[src/rtl/user_priority_arbiter_pkg.sv]
// Shared widths, neutral function code and 7-segment digit patterns for the
// two-user priority arbiter.
package user_priority_arbiter_pkg;

  localparam int USER_W = 3;
  localparam int FUNC_W = 3;
  localparam int SEG_W  = 8;
  localparam int PRIO_W = 2;

  localparam logic [FUNC_W-1:0] FUNC_NEUTRAL = 3'b000;

  // Active-low {DP,G,F,E,D,C,B,A}; DP is never lit.
  localparam logic [SEG_W-1:0] SEG_0     = 8'hC0;
  localparam logic [SEG_W-1:0] SEG_1     = 8'hF9;
  localparam logic [SEG_W-1:0] SEG_2     = 8'hA4;
  localparam logic [SEG_W-1:0] SEG_3     = 8'hB0;
  localparam logic [SEG_W-1:0] SEG_4     = 8'h99;
  localparam logic [SEG_W-1:0] SEG_5     = 8'h92;
  localparam logic [SEG_W-1:0] SEG_6     = 8'h82;
  localparam logic [SEG_W-1:0] SEG_7     = 8'hF8;
  localparam logic [SEG_W-1:0] SEG_BLANK = 8'hFF;

  typedef enum logic [PRIO_W-1:0] {
    PRIO_NONE  = 2'b00,
    PRIO_USER0 = 2'b01,
    PRIO_USER1 = 2'b10
  } prio_t;

  localparam logic [PRIO_W-1:0] EN_NONE = 2'b00;
  localparam logic [PRIO_W-1:0] EN_BOTH = 2'b11;

endpackage

[src/rtl/user_priority_arbiter_if.sv]
// Signal bundle between the input stage (master) and the arbiter (slave).
interface user_priority_arbiter_if;
  import user_priority_arbiter_pkg::*;

  // No valid/ready: every rising edge samples user/func and the registered
  // eq/prio/en/user_low/seg reflect that sample from the following edge on.
  logic [USER_W-1:0] user0;
  logic [USER_W-1:0] user1;
  logic [FUNC_W-1:0] func0;
  logic [FUNC_W-1:0] func1;
  logic              eq;
  logic [PRIO_W-1:0] prio;
  logic [PRIO_W-1:0] en;
  logic [USER_W-1:0] user_low;
  logic [SEG_W-1:0]  seg;

  modport master (
    output user0, user1, func0, func1,
    input  eq, prio, en, user_low, seg
  );

  modport slave (
    input  user0, user1, func0, func1,
    output eq, prio, en, user_low, seg
  );

endinterface

[src/rtl/user_priority_arbiter_seg7_user_decoder.sv]
// Combinational 3-bit user code to active-low 7-segment digit pattern.
module seg7_user_decoder
  import user_priority_arbiter_pkg::*;
(
  input  logic [USER_W-1:0] code,
  output logic [SEG_W-1:0]  seg
);

  always_comb begin
    seg = SEG_BLANK;
    case (code)
      3'd0: seg = SEG_0;
      3'd1: seg = SEG_1;
      3'd2: seg = SEG_2;
      3'd3: seg = SEG_3;
      3'd4: seg = SEG_4;
      3'd5: seg = SEG_5;
      3'd6: seg = SEG_6;
      3'd7: seg = SEG_7;
      default: seg = SEG_BLANK;
    endcase
  end

endmodule

[src/rtl/user_priority_arbiter.sv]
// Two-user privilege arbiter: picks a winner, detects colliding function
// requests, gates per-user output enables and shows the loser's code.
module user_priority_arbiter
  import user_priority_arbiter_pkg::*;
(
  input  logic                   clk,
  input  logic                   rst,
  user_priority_arbiter_if.slave bus
);

  logic              user1_wins;
  logic [PRIO_W-1:0] prio_d;
  logic [USER_W-1:0] user_low_d;
  logic              eq_d;
  logic              conflict;
  logic [PRIO_W-1:0] en_d;
  logic [SEG_W-1:0]  seg_d;

  logic              eq_q;
  logic [PRIO_W-1:0] prio_q;
  logic [PRIO_W-1:0] en_q;
  logic [USER_W-1:0] user_low_q;
  logic [SEG_W-1:0]  seg_q;

  // Ties go to user0, so only a strictly larger user1 code wins.
  always_comb begin
    user1_wins = (bus.user1 > bus.user0);
    prio_d     = user1_wins ? PRIO_USER1 : PRIO_USER0;
    user_low_d = user1_wins ? bus.user0 : bus.user1;
    eq_d       = (bus.func0 == bus.func1);
    conflict   = eq_d && (bus.func0 != FUNC_NEUTRAL);
    en_d       = conflict ? prio_d : EN_BOTH;
  end

  seg7_user_decoder u_seg7 (
    .code (user_low_d),
    .seg  (seg_d)
  );

  always_ff @(posedge clk) begin
    if (rst) begin
      eq_q       <= 1'b0;
      prio_q     <= PRIO_NONE;
      en_q       <= EN_NONE;
      user_low_q <= '0;
      seg_q      <= SEG_BLANK;
    end else begin
      eq_q       <= eq_d;
      prio_q     <= prio_d;
      en_q       <= en_d;
      user_low_q <= user_low_d;
      seg_q      <= seg_d;
    end
  end

  assign bus.eq       = eq_q;
  assign bus.prio     = prio_q;
  assign bus.en       = en_q;
  assign bus.user_low = user_low_q;
  assign bus.seg      = seg_q;

endmodule

[src/flat_wrapper.sv]
// flat-port wrapper written by rule: the top's interface ports become plain ports
module user_priority_arbiter_flat import user_priority_arbiter_pkg::*;
  (clk, rst, bus_user0, bus_user1, bus_func0, bus_func1, bus_eq, bus_prio, bus_en, bus_user_low, bus_seg);
  user_priority_arbiter_if bus_i ();
  input  logic clk;
  input  logic rst;
  input wire logic [$bits(bus_i.user0)-1:0] bus_user0;
  input wire logic [$bits(bus_i.user1)-1:0] bus_user1;
  input wire logic [$bits(bus_i.func0)-1:0] bus_func0;
  input wire logic [$bits(bus_i.func1)-1:0] bus_func1;
  output wire logic [$bits(bus_i.eq)-1:0] bus_eq;
  output wire logic [$bits(bus_i.prio)-1:0] bus_prio;
  output wire logic [$bits(bus_i.en)-1:0] bus_en;
  output wire logic [$bits(bus_i.user_low)-1:0] bus_user_low;
  output wire logic [$bits(bus_i.seg)-1:0] bus_seg;
  assign bus_i.user0 = bus_user0;
  assign bus_i.user1 = bus_user1;
  assign bus_i.func0 = bus_func0;
  assign bus_i.func1 = bus_func1;
  assign bus_eq = bus_i.eq;
  assign bus_prio = bus_i.prio;
  assign bus_en = bus_i.en;
  assign bus_user_low = bus_i.user_low;
  assign bus_seg = bus_i.seg;
  user_priority_arbiter u_core (.clk(clk), .rst(rst), .bus(bus_i));
endmodule
[config.mk]
export PLATFORM = sky130hd
export DESIGN_NAME = user_priority_arbiter_flat
export DESIGN_NICKNAME = d
export VERILOG_FILES = /design/src/rtl/user_priority_arbiter_pkg.sv /design/src/rtl/user_priority_arbiter_if.sv /design/src/rtl/user_priority_arbiter_seg7_user_decoder.sv /design/src/rtl/user_priority_arbiter.sv /design/src/flat_wrapper.sv
export SDC_FILE = /design/constraint.sdc
export NUM_CORES = 1
export LEC_CHECK = 0
export BUFFER_PORTS_ARGS = -buffer_cell sky130_fd_sc_hd__buf_2
export CAP_MARGIN = 30
export CORE_AREA = 4 4 42 53
export CTS_CLUSTER_SIZE = 28
export DETAILED_ROUTE_END_ITERATION = 10
export DIE_AREA = 0 0 46 57
export GPL_TIMING_DRIVEN = 0
export PLACE_DENSITY = 0.65
export SYNTH_ARGS = -nofsm -noshare
export SYNTH_HDL_FRONTEND = slang
export SYNTH_SLANG_ARGS = --single-unit
[constraint.sdc]
create_clock -name clk -period 2.5 [get_ports clk]
set_clock_uncertainty 0.1 [all_clocks]
set_input_delay 0.125 -clock clk [delete_from_list [all_inputs] [get_ports clk]]
set_output_delay 0.125 -clock clk [all_outputs]
set_load 0.02 [all_outputs]
==> results of run 1 <==
==> registers in the layout, summed over array words and instances (netlist names) <==
signal	flops
u_core.bus.en	2
u_core.bus.seg	7
u_core.bus.prio	2
u_core.bus.user_low	3
u_core.bus.eq	1
==> per-stage QoR <==
step	util [%]	power (W)	hold WS (ns)	instance area, um2	instances
finish	49.8	0.000561	0.0600	868	118
global route	49.8	0.000593	0.0849	868	118
CTS	49.8	0.000569	0.0563	868	118
detailed placement	47.7	0.000438	0.278	832	113
global placement	47.7	0.000435	0.273	832	113
floorplan	-	0.000386	0.111	668	66
==> final cells by class <==
type	instances	area (um2)	area share, %
Buffer	2	11.3	1.30
Clock buffer	4	26.3	3.03
Sequential cell	15	300	34.6
Tap cell	19	23.8	2.74
Timing Repair Buffer	29	150	17.3
Inverter	5	18.8	2.16
Multi-Input combinational cell	44	338	38.9
==> kinds of logic after synthesis <==
| logic type | share of synthesized area (%) |
|---|---|
| buffers and inverters | 4.49 |
| XOR/XNOR | 3.93 |
| AO/OA/AOI/OAI | 14.2 |
| flip-flops | 44.9 |
| multiplexers | 8.05 |
| adder cells (fa/ha/maj) | 11.2 |
| AND/OR/NAND/NOR | 12.5 |
| other | 0.561 |
==> routing by layer <==
metal	wire length [um]	track usage, %
met3	79	1.89
met4	21	6.10
met1	495	11.0
met5	0	0
met2	660	16.5
==> worst min path at each step <==
| stage | start | end | cells after the start |
|---|---|---|---|
| 2_1_floorplan | rst | u_core.bus.seg[4] | 1 |
| 5_1_grt | bus_func1[0] | u_core.bus.eq | 4 |
| 3_3_place_gp | rst | u_core.bus.seg[4] | 2 |
| 3_5_place_dp | rst | u_core.bus.seg[4] | 2 |
| 4_1_cts | bus_func1[0] | u_core.bus.eq | 4 |
| 6_report | bus_func1[0] | u_core.bus.eq | 4 |
==> power by group <==
| part | total, W | internal (W) | switching (W) | leakage, nW |
|---|---|---|---|---|
| Sequential | 0.000268 | 0.000263 | 0.00000444 | 0.125 |
| Clock | 0.000130 | 0.0000617 | 0.0000686 | 0.0150 |
| Combinational | 0.000163 | 0.0000665 | 0.0000970 | 0.310 |
==> layout by cell type, fill, tap and decap left out, types with 2 or more instances in the layout <==
master / instances
dfxtp_1: 15
mux2_4: 2
clkbuf_4: 3
buf_2: 28
clkbuf_1: 2
nand3_1: 2
a21o_1: 2
nand2_1: 4
ha_1: 6
inv_1: 5
a211o_1: 2
a21oi_1: 3
nor3_1: 3
nor2_1: 7
xnor2_1: 3
==> results by group, run 1 <==
Run status
  • Status: completed

Floorplanning
  • Die Y: 57 um
  • # rows: 17
  • Boundary pin count: 30
  • Core area: 1740 um2
  • Die area: 2620 um2
  • Starting Density: 38.3%
  • Die X: 46 um

Hold path
  • Hold crit path type: input port to flop

STA
  • Unrepaired setup endpoints after global routing: false
  • Final Slew Violations: 0
  • Final WS setup: 0.579 ns
  • Final hold violation count: 0
  • Fmax achieved: 521 MHz
  • Setup TNS: 0 ns
  • Fin crit period: 1.92 ns
  • Final critical-path share of the clock period: 76.8%
  • Endpoints failing setup: 0

Drt
  • Post-DR vias/cell: 4.60
  • Post-detailed-route count of antenna-violating nets: 0
  • Final wirelength: 1260 um
  • WL/cell: 10.7 um
  • Initial DRC count: 2
  • Remaining DRCs: 0
  • DR pass1 iterations: 4
  • DR vias: 543

Clocking
  • CTS tree: built
  • CTS Buf Count: 3
  • Clk buf depth: 2
  • # H-tree levels: 1
  • Setup bufs post-CTS: 0
  • Clock-pin slew on the worst setup and hold paths: 0.08 ns
  • Clk sinks: 15
  • Resized cells post-CTS: 0
  • CTS Root Cell: clkbuf_4
  • CTS Hold Buffers Added: 1

Critical path
  • Crit path to: u_core.bus.seg[3]
  • CP bufs+invs: 2
  • Worst path depth: 8
  • Slowest stage delay, CP: 0.42 ns
  • Critical setup path kind: input port to flop
  • Crit Path Max Fanout: 6
  • Crit path required time: 2.57 ns
  • Crit path DAT: 1.99 ns
  • CP dominant cell by count: ha_1
  • Slowest-stage cell, CP: mux2i_2
  • Crit path launch type: input port
  • Top delay family on crit path: adder cells
  • Critical Path Sink Type: flop
  • Beginning of the critical path: bus_user0[2]
  • CP Cell Sequence: buf_2 -> inv_1 -> ha_1 -> nand3b_1 -> a21boi_4 -> mux2i_2 -> ha_1 -> a211o_1

Global route
  • GRT Overall Usage: 9.92%
  • Vias in the first global route: 486
  • Pin count of the biggest net entering global routing: 11
  • GR Overflow Total: 0
  • Initial antenna violation count: 0
  • First-pass GRT wire length: 1930 um

Synth
  • Synth Flop Type: dfxtp_1
  • EDFF count, synth: 0
  • Syn_nets: 86
  • Part of the Yosys area used for sequential elements: 44.9%
  • Area leader, netlist: dfxtp_1
  • Cell variety after synth: 24
  • Cells after Synth: 66
  • Asr flop ratio synth: 0%
  • Count leader, synth: dfxtp_1
  • Synthesized area: 668 um2
  • Synth Register Bits: 15
  • Syn avg cell area: 10.1 um2
  • Top post-synthesis cells by area: dfxtp_1 (45%), ha_1 (11%), mux2_4 (4.5%), nor2_1 (3.9%), xnor2_1 (3.9%)
  • Post-synth top cells: dfxtp_1 (15), nor2_1 (7), ha_1 (6)
  • Area share of the largest cell type after synthesis: 44.9%
  • Yosys warnings: 0

Placement
  • RD Place Congestion: 0.744
  • DP Wirelength: 1060 um
  • Port buffer count: 28
  • Pre-CTS setup slack: 0.287 ns

Finish
  • Diode count: 0
  • Filler cells: 178
  • Layout cells sized above 1: 38.4%
  • NumNets Final: 120
  • Area Overhead vs Synth: 30.0%

Power
  • Leakage: 0.451 nW
  • Pwr dens: 647 nW/um2
  • VDD IR max: 280 uV

Flow run
  • Max Cap Viol: 0
Note: power is estimated with default switching activity, not from simulation.
==> run 2, diff against run 1 <==
--- a/config.mk
+++ b/config.mk
@@ -5,14 +5,15 @@
 export SDC_FILE = /design/constraint.sdc
 export NUM_CORES = 1
 export LEC_CHECK = 0
+export ABC_AREA = 1
 export BUFFER_PORTS_ARGS = -buffer_cell sky130_fd_sc_hd__buf_2
 export CAP_MARGIN = 30
-export CORE_AREA = 4 4 42 53
+export CORE_AREA = 4 4 42 54
 export CTS_CLUSTER_SIZE = 28
 export DETAILED_ROUTE_END_ITERATION = 10
-export DIE_AREA = 0 0 46 57
+export DIE_AREA = 0 0 46 58
 export GPL_TIMING_DRIVEN = 0
-export PLACE_DENSITY = 0.65
+export PLACE_DENSITY = 0.67
 export SYNTH_ARGS = -nofsm -noshare
 export SYNTH_HDL_FRONTEND = slang
 export SYNTH_SLANG_ARGS = --single-unit
==> constraint.sdc (replaced) <==
create_clock -name clk -period 1.7 [get_ports clk]
set_clock_uncertainty 0.1 [all_clocks]
set_input_delay 0.085 -clock clk [delete_from_list [all_inputs] [get_ports clk]]
set_output_delay 0.085 -clock clk [all_outputs]
set_load 0.02 [all_outputs]
==> results by group, run 2 <==
Finish
  • Number of flip-flops in the largest register: 7
  • Diode count: 0
  • Layout cells sized above 1: 41.2%
  • Area Overhead vs Synth: 39.1%
  • Leading cell type in the layout, fill and taps excluded: buf_2
  • Most frequent cells in the layout: buf_2 (28), dfxtp_1 (15), inv_1 (13), nand2_1 (12), nand3_1 (11)
  • NumNets Final: 140

Floorplanning
  • Die area: 2670 um2
  • # rows: 17
  • Core area: 1740 um2
  • Die Y: 58 um
  • Boundary pin count: 30
  • Die X: 46 um
  • Starting Density: 39.1%

Synth
  • Syn avg cell area: 8.22 um2
  • Count leader, synth: dfxtp_1
  • EDFF count, synth: 0
  • Post-synth top cells: dfxtp_1 (15), inv_1 (14), nand3_1 (13)
  • Cells after Synth: 83
  • Area share of the largest cell type after synthesis: 44.0%
  • Area leader, netlist: dfxtp_1
  • Synth Register Bits: 15
  • Part of the Yosys area used for sequential elements: 44.0%
  • Cell variety after synth: 16
  • Top post-synthesis cells by area: dfxtp_1 (44%), ha_1 (11%), nand3_1 (9.5%), inv_1 (7.7%), nand2_1 (6.6%)
  • Asr flop ratio synth: 0%
  • Syn_nets: 103
  • Synth Flop Type: dfxtp_1
  • Yosys warnings: 0
  • Synthesized area: 682 um2

Critical path
  • Critical Path Sink Type: flop
  • Crit path required time: 1.77 ns
  • Slowest-stage cell, CP: ha_1
  • Crit path DAT: 1.61 ns
  • CP dominant cell by count: nand2_1
  • Crit Path Max Fanout: 5
  • Crit path to: u_core.bus.seg[3]
  • Crit path launch type: input port
  • Beginning of the critical path: bus_user0[2]
  • Critical setup path kind: input port to flop
  • CP Cell Sequence: buf_2 -> inv_2 -> ha_4 -> a21oi_4 -> nand2_4 -> nand2_4 -> nand2_1 -> nand2_2 -> inv_1 -> ha_1 -> nand3_1 -> nand2_1 -> inv_1 -> nand2_1
  • Slowest stage delay, CP: 0.29 ns

STA
  • Fin crit period: 1.54 ns
  • Final critical-path share of the clock period: 90.3%
  • Fmax achieved: 651 MHz
  • Endpoints failing setup: 0
  • Final Slew Violations: 0
  • Final hold violation count: 0
  • Hold Slack: 0.104 ns
  • Setup TNS: 0 ns

Global route
  • GR Overflow Total: 0
  • First-pass GRT wire length: 2170 um
  • Initial antenna violation count: 0
  • Pin count of the biggest net entering global routing: 10
  • Vias in the first global route: 583
  • GRT Overall Usage: 10.9%

Clocking
  • Clock-pin slew on the worst setup and hold paths: 0.09 ns
  • Clk sinks: 15
  • CTS tree: built
  • # H-tree levels: 1
  • Clk buf depth: 2
  • CTS Root Cell: clkbuf_4
  • CTS Buf Count: 3

Drt
  • Post-detailed-route count of antenna-violating nets: 0
  • WL/cell: 9.34 um
  • WL met2: 659 um
  • DR pass1 iterations: 4
  • WL met3: 74 um
  • Remaining DRCs: 0
  • Uppermost layer routed: met4
  • DR vias: 618
  • Final wirelength: 1290 um
  • Post-DR vias/cell: 4.48
  • Routed met1 length: 523 um
  • Initial DRC count: 5

Power
  • Pwr dens: 942 nW/um2
  • Leakage: 0.514 nW
  • VDD IR max: 365 uV

Placement
  • Port buffer count: 28
  • DP Wirelength: 1060 um
  • RD Place Congestion: 0.743

Flow run
  • Max Cap Viol: 0

Hold path
  • Hold Crit Start: bus_func1[2]
  • Hold crit path type: input port to flop

Run status
  • Status: completed
## run 2: cell count changes after synthesis, sizes merged, moves of 3 or more
cell / previous run / this run
nand2: 4 / 18
inv: 5 / 14
nand3: 2 / 14
nor3: 4 / 1
## run 2: worst min path at each step
stage / endpoint / slack, ns / cells past startpoint
3_5_place_dp: u_core.bus.eq / 0.24 / 2
3_3_place_gp: u_core.bus.eq / 0.24 / 2
6_report: u_core.bus.en[0] / 0.10 / 5
5_1_grt: u_core.bus.en[0] / 0.14 / 4
4_1_cts: u_core.bus.en[0] / 0.1 / 5
2_1_floorplan: u_core.bus.eq / 0.06 / 1
## run 2: critical path: cells and delay by family
kind,cells,cell delay (ns)
buf+inv,4,0.29
fa+ha+maj,2,0.50
simple gates,7,0.55
compound gates,1,0.18
## run 2: report_power, final
part           internal, W  switching (W)  leakage [nW]
combinational     0.000113       0.000184         0.371
sequential        0.000395     0.00000847         0.126
clock            0.0000872       0.000106        0.0177
total             0.000595       0.000298         0.514
## run 2: layer usage
layer	vias to the layer above	track usage (%)
li1	328	-
met1	268	11.9
met2	18	18.9
met3	4	0.932
met4	0	7.32
met5	-	0
## run 2: area by class of cell
type	instances	area [um2]
Timing Repair Buffer	32	175
Buffer	1	7.51
Sequential cell	15	300
Inverter	14	52.6
Multi-Input combinational cell	53	362
Fill cell	176	796
Clock buffer	3	22.5
Tap cell	19	23.8
Clock inverter	1	5.00
## run 2: cell families (layout without fill, tap and decap cells)
family,count (synthesis),in the layout,share of synthesized area [%]
buf+inv,15,51,8.81
flops,15,15,44.0
fa+ha+maj,6,6,11.0
simple gates,38,38,27.0
compound gates,5,5,4.77
xor+xnor,3,3,3.85
other cells,1,1,0.550
## run 2: what timing repair did
action | in CTS | in global routing
gates resized for setup | 0 | 7
hold buffers | 2 | 0
setup endpoints to repair | 0 | 3
hold endpoints to repair | 6 | 0
setup buffers | 0 | 2
## run 2: through the flow
| step | instance area (um2) | setup slack (ns) | util, % | instances | power (W) |
|---|---|---|---|---|---|
| after floorplan | 682 | 0.0102 | - | 83 | 0.000598 |
| after global placement | 846 | -0.203 | 48.5 | 130 | 0.000677 |
| after detailed placement | 846 | -0.214 | 48.5 | 130 | 0.000683 |
| after CTS | 893 | 0.0735 | 51.2 | 136 | 0.000877 |
| after global routing | 948 | -0.00210 | 54.4 | 138 | 0.000961 |
| final | 948 | 0.164 | 54.4 | 138 | 0.000893 |
==> run 3, diff against run 2 <==
--- a/config.mk
+++ b/config.mk
@@ -13,7 +13,7 @@
 export DETAILED_ROUTE_END_ITERATION = 10
 export DIE_AREA = 0 0 46 58
 export GPL_TIMING_DRIVEN = 0
-export PLACE_DENSITY = 0.67
+export PLACE_DENSITY = 0.76
 export SYNTH_ARGS = -nofsm -noshare
 export SYNTH_HDL_FRONTEND = slang
 export SYNTH_SLANG_ARGS = --single-unit
==> results by group, run 3 (synthesis results as in run 2) <==
STA
  • Final hold violation count: 0
  • Unrepaired setup endpoints after global routing: false
  • Hold Slack: 0.00796 ns
  • Fin crit period: 1.56 ns
  • Endpoints failing setup: 0
  • Fmax achieved: 643 MHz
  • Setup TNS: 0 ns
  • Final critical-path share of the clock period: 91.5%
  • Final Slew Violations: 0

Hold path
  • Hold Crit Start: bus_func1[2]
  • Hold path depth: 4
  • Hold crit path type: input port to flop

Placement
  • Port buffer count: 28
  • Placed cell area: 846 um2
  • RD Place Congestion: 0.784
  • DP Wirelength: 1020 um

Critical path
  • Crit path launch type: input port
  • Crit path DAT: 1.63 ns
  • Beginning of the critical path: bus_user0[2]
  • Critical Path Sink Type: flop
  • Crit Path Max Fanout: 5
  • Crit path required time: 1.77 ns
  • Critical setup path kind: input port to flop

Power
  • Combinational share of power: 32.2%
  • VDD IR max: 322 uV
  • Power share of the clock group: 21.7%
  • Seq pwr share: 46.0%
  • Leakage: 0.494 nW
  • Pwr dens: 965 nW/um2
  • Sw Share: 32.6%
  • Int Pwr: 0.000590 W
  • Sw power: 0.000285 W

Floorplanning
  • Die X: 46 um
  • Core area: 1740 um2
  • Die area: 2670 um2
  • Boundary pin count: 30
  • # rows: 17
  • Die Y: 58 um
  • Starting Density: 39.1%

Drt
  • Post-DR vias/cell: 4.44
  • DR pass1 iterations: 4
  • Post-detailed-route count of antenna-violating nets: 0
  • WL/cell: 8.91 um
  • Initial DRC count: 3
  • Remaining DRCs: 0
  • Final wirelength: 1210 um
  • DR vias: 604

Clocking
  • # H-tree levels: 1
  • CTS Buf Count: 3
  • CTS tree: built
  • Clk buf depth: 2
  • Clock-pin slew on the worst setup and hold paths: 0.08 ns
  • CTS Root Cell: clkbuf_4
  • Clk sinks: 15

Finish
  • Final Cell Area: 907 um2
  • Most frequent cells in the layout: buf_2 (28), dfxtp_1 (15), inv_1 (13), nand3_1 (13), nand2_1 (12)
  • Layout cells sized above 1: 38.5%
  • Number of flip-flops in the largest register: 7
  • Leading cell type in the layout, fill and taps excluded: buf_2
  • Area Overhead vs Synth: 33.0%
  • NumNets Final: 138
  • Diode count: 0

Run status
  • Status: completed

Global route
  • First-pass GRT wire length: 1950 um
  • Initial antenna violation count: 0
  • Pin count of the biggest net entering global routing: 9
  • Vias in the first global route: 531
  • GR Overflow Total: 0
  • GRT Overall Usage: 9.69%

Flow run
  • Max Cap Viol: 0
==> run 3: worst paths after layout <==
check	to
setup / recovery	u_core.bus.seg[3]
hold / removal	u_core.bus.eq
==> run 3: cell type report <==
| class | instances | area, um2 |
|---|---|---|
| buffer | 1 | 7.51 |
| clock buffer | 4 | 26.3 |
| fill | 177 | 837 |
| inverter | 14 | 52.6 |
| multi-input combinational | 53 | 339 |
| sequential | 15 | 300 |
| tap | 19 | 23.8 |
| timing repair buffer | 30 | 158 |
==> run 3: per-layer routing <==
| metal | vias to the layer above | wire length, um | part of all wire [%] | track usage, % |
|---|---|---|---|---|
| li1 | 325 | - | - | - |
| met1 | 250 | 488 | 40 | 9.79 |
| met2 | 24 | 587 | 48 | 17.1 |
| met3 | 5 | 112 | 9.2 | 0.932 |
| met4 | 0 | 23 | 1.9 | 7.32 |
| met5 | - | 0 | 0 | 0 |
==> run 3: timing repair <==
action,4_1_cts,5_1_grt
hold buffers,1,0
buffers inserted,0,1
resized for setup,0,3
hold endpoints to repair,5,0
endpoints found under the setup margin,0,3
==> run 3: power by group through the flow <==
stage | clock network [W] | registers, W | logic [W]
floorplan | 0 | 0.000472 | 0.000126
global placement | 0 | 0.000411 | 0.000265
detailed placement | 0 | 0.000411 | 0.000271
CTS | 0.000195 | 0.000403 | 0.000274
global route | 0.000208 | 0.000406 | 0.000315
finish | 0.000190 | 0.000403 | 0.000282
==> run 3: metrics by stage <==
step	std cells	setup slack (ns)	utilization, %	power (W)
CTS	135	0.0390	50.6	0.000871
global placement	130	-0.200	48.5	0.000676
global route	136	0.0135	52.0	0.000929
floorplan	83	0.0102	-	0.000598
finish	136	0.145	52.0	0.000875
detailed placement	130	-0.252	48.5	0.000683
==> run 3: critical path, stage by stage <==
cell	delay [ns]
buf_2	0.10
inv_2	0.07
ha_4	0.20
a21oi_2	0.16
nand2_2	0.11
nand2_4	0.09
nand2_1	0.06
nand2_2	0.10
inv_1	0.08
ha_1	0.32
nand3_1	0.09
nand2_1	0.05
inv_1	0.06
nand2_1	0.04
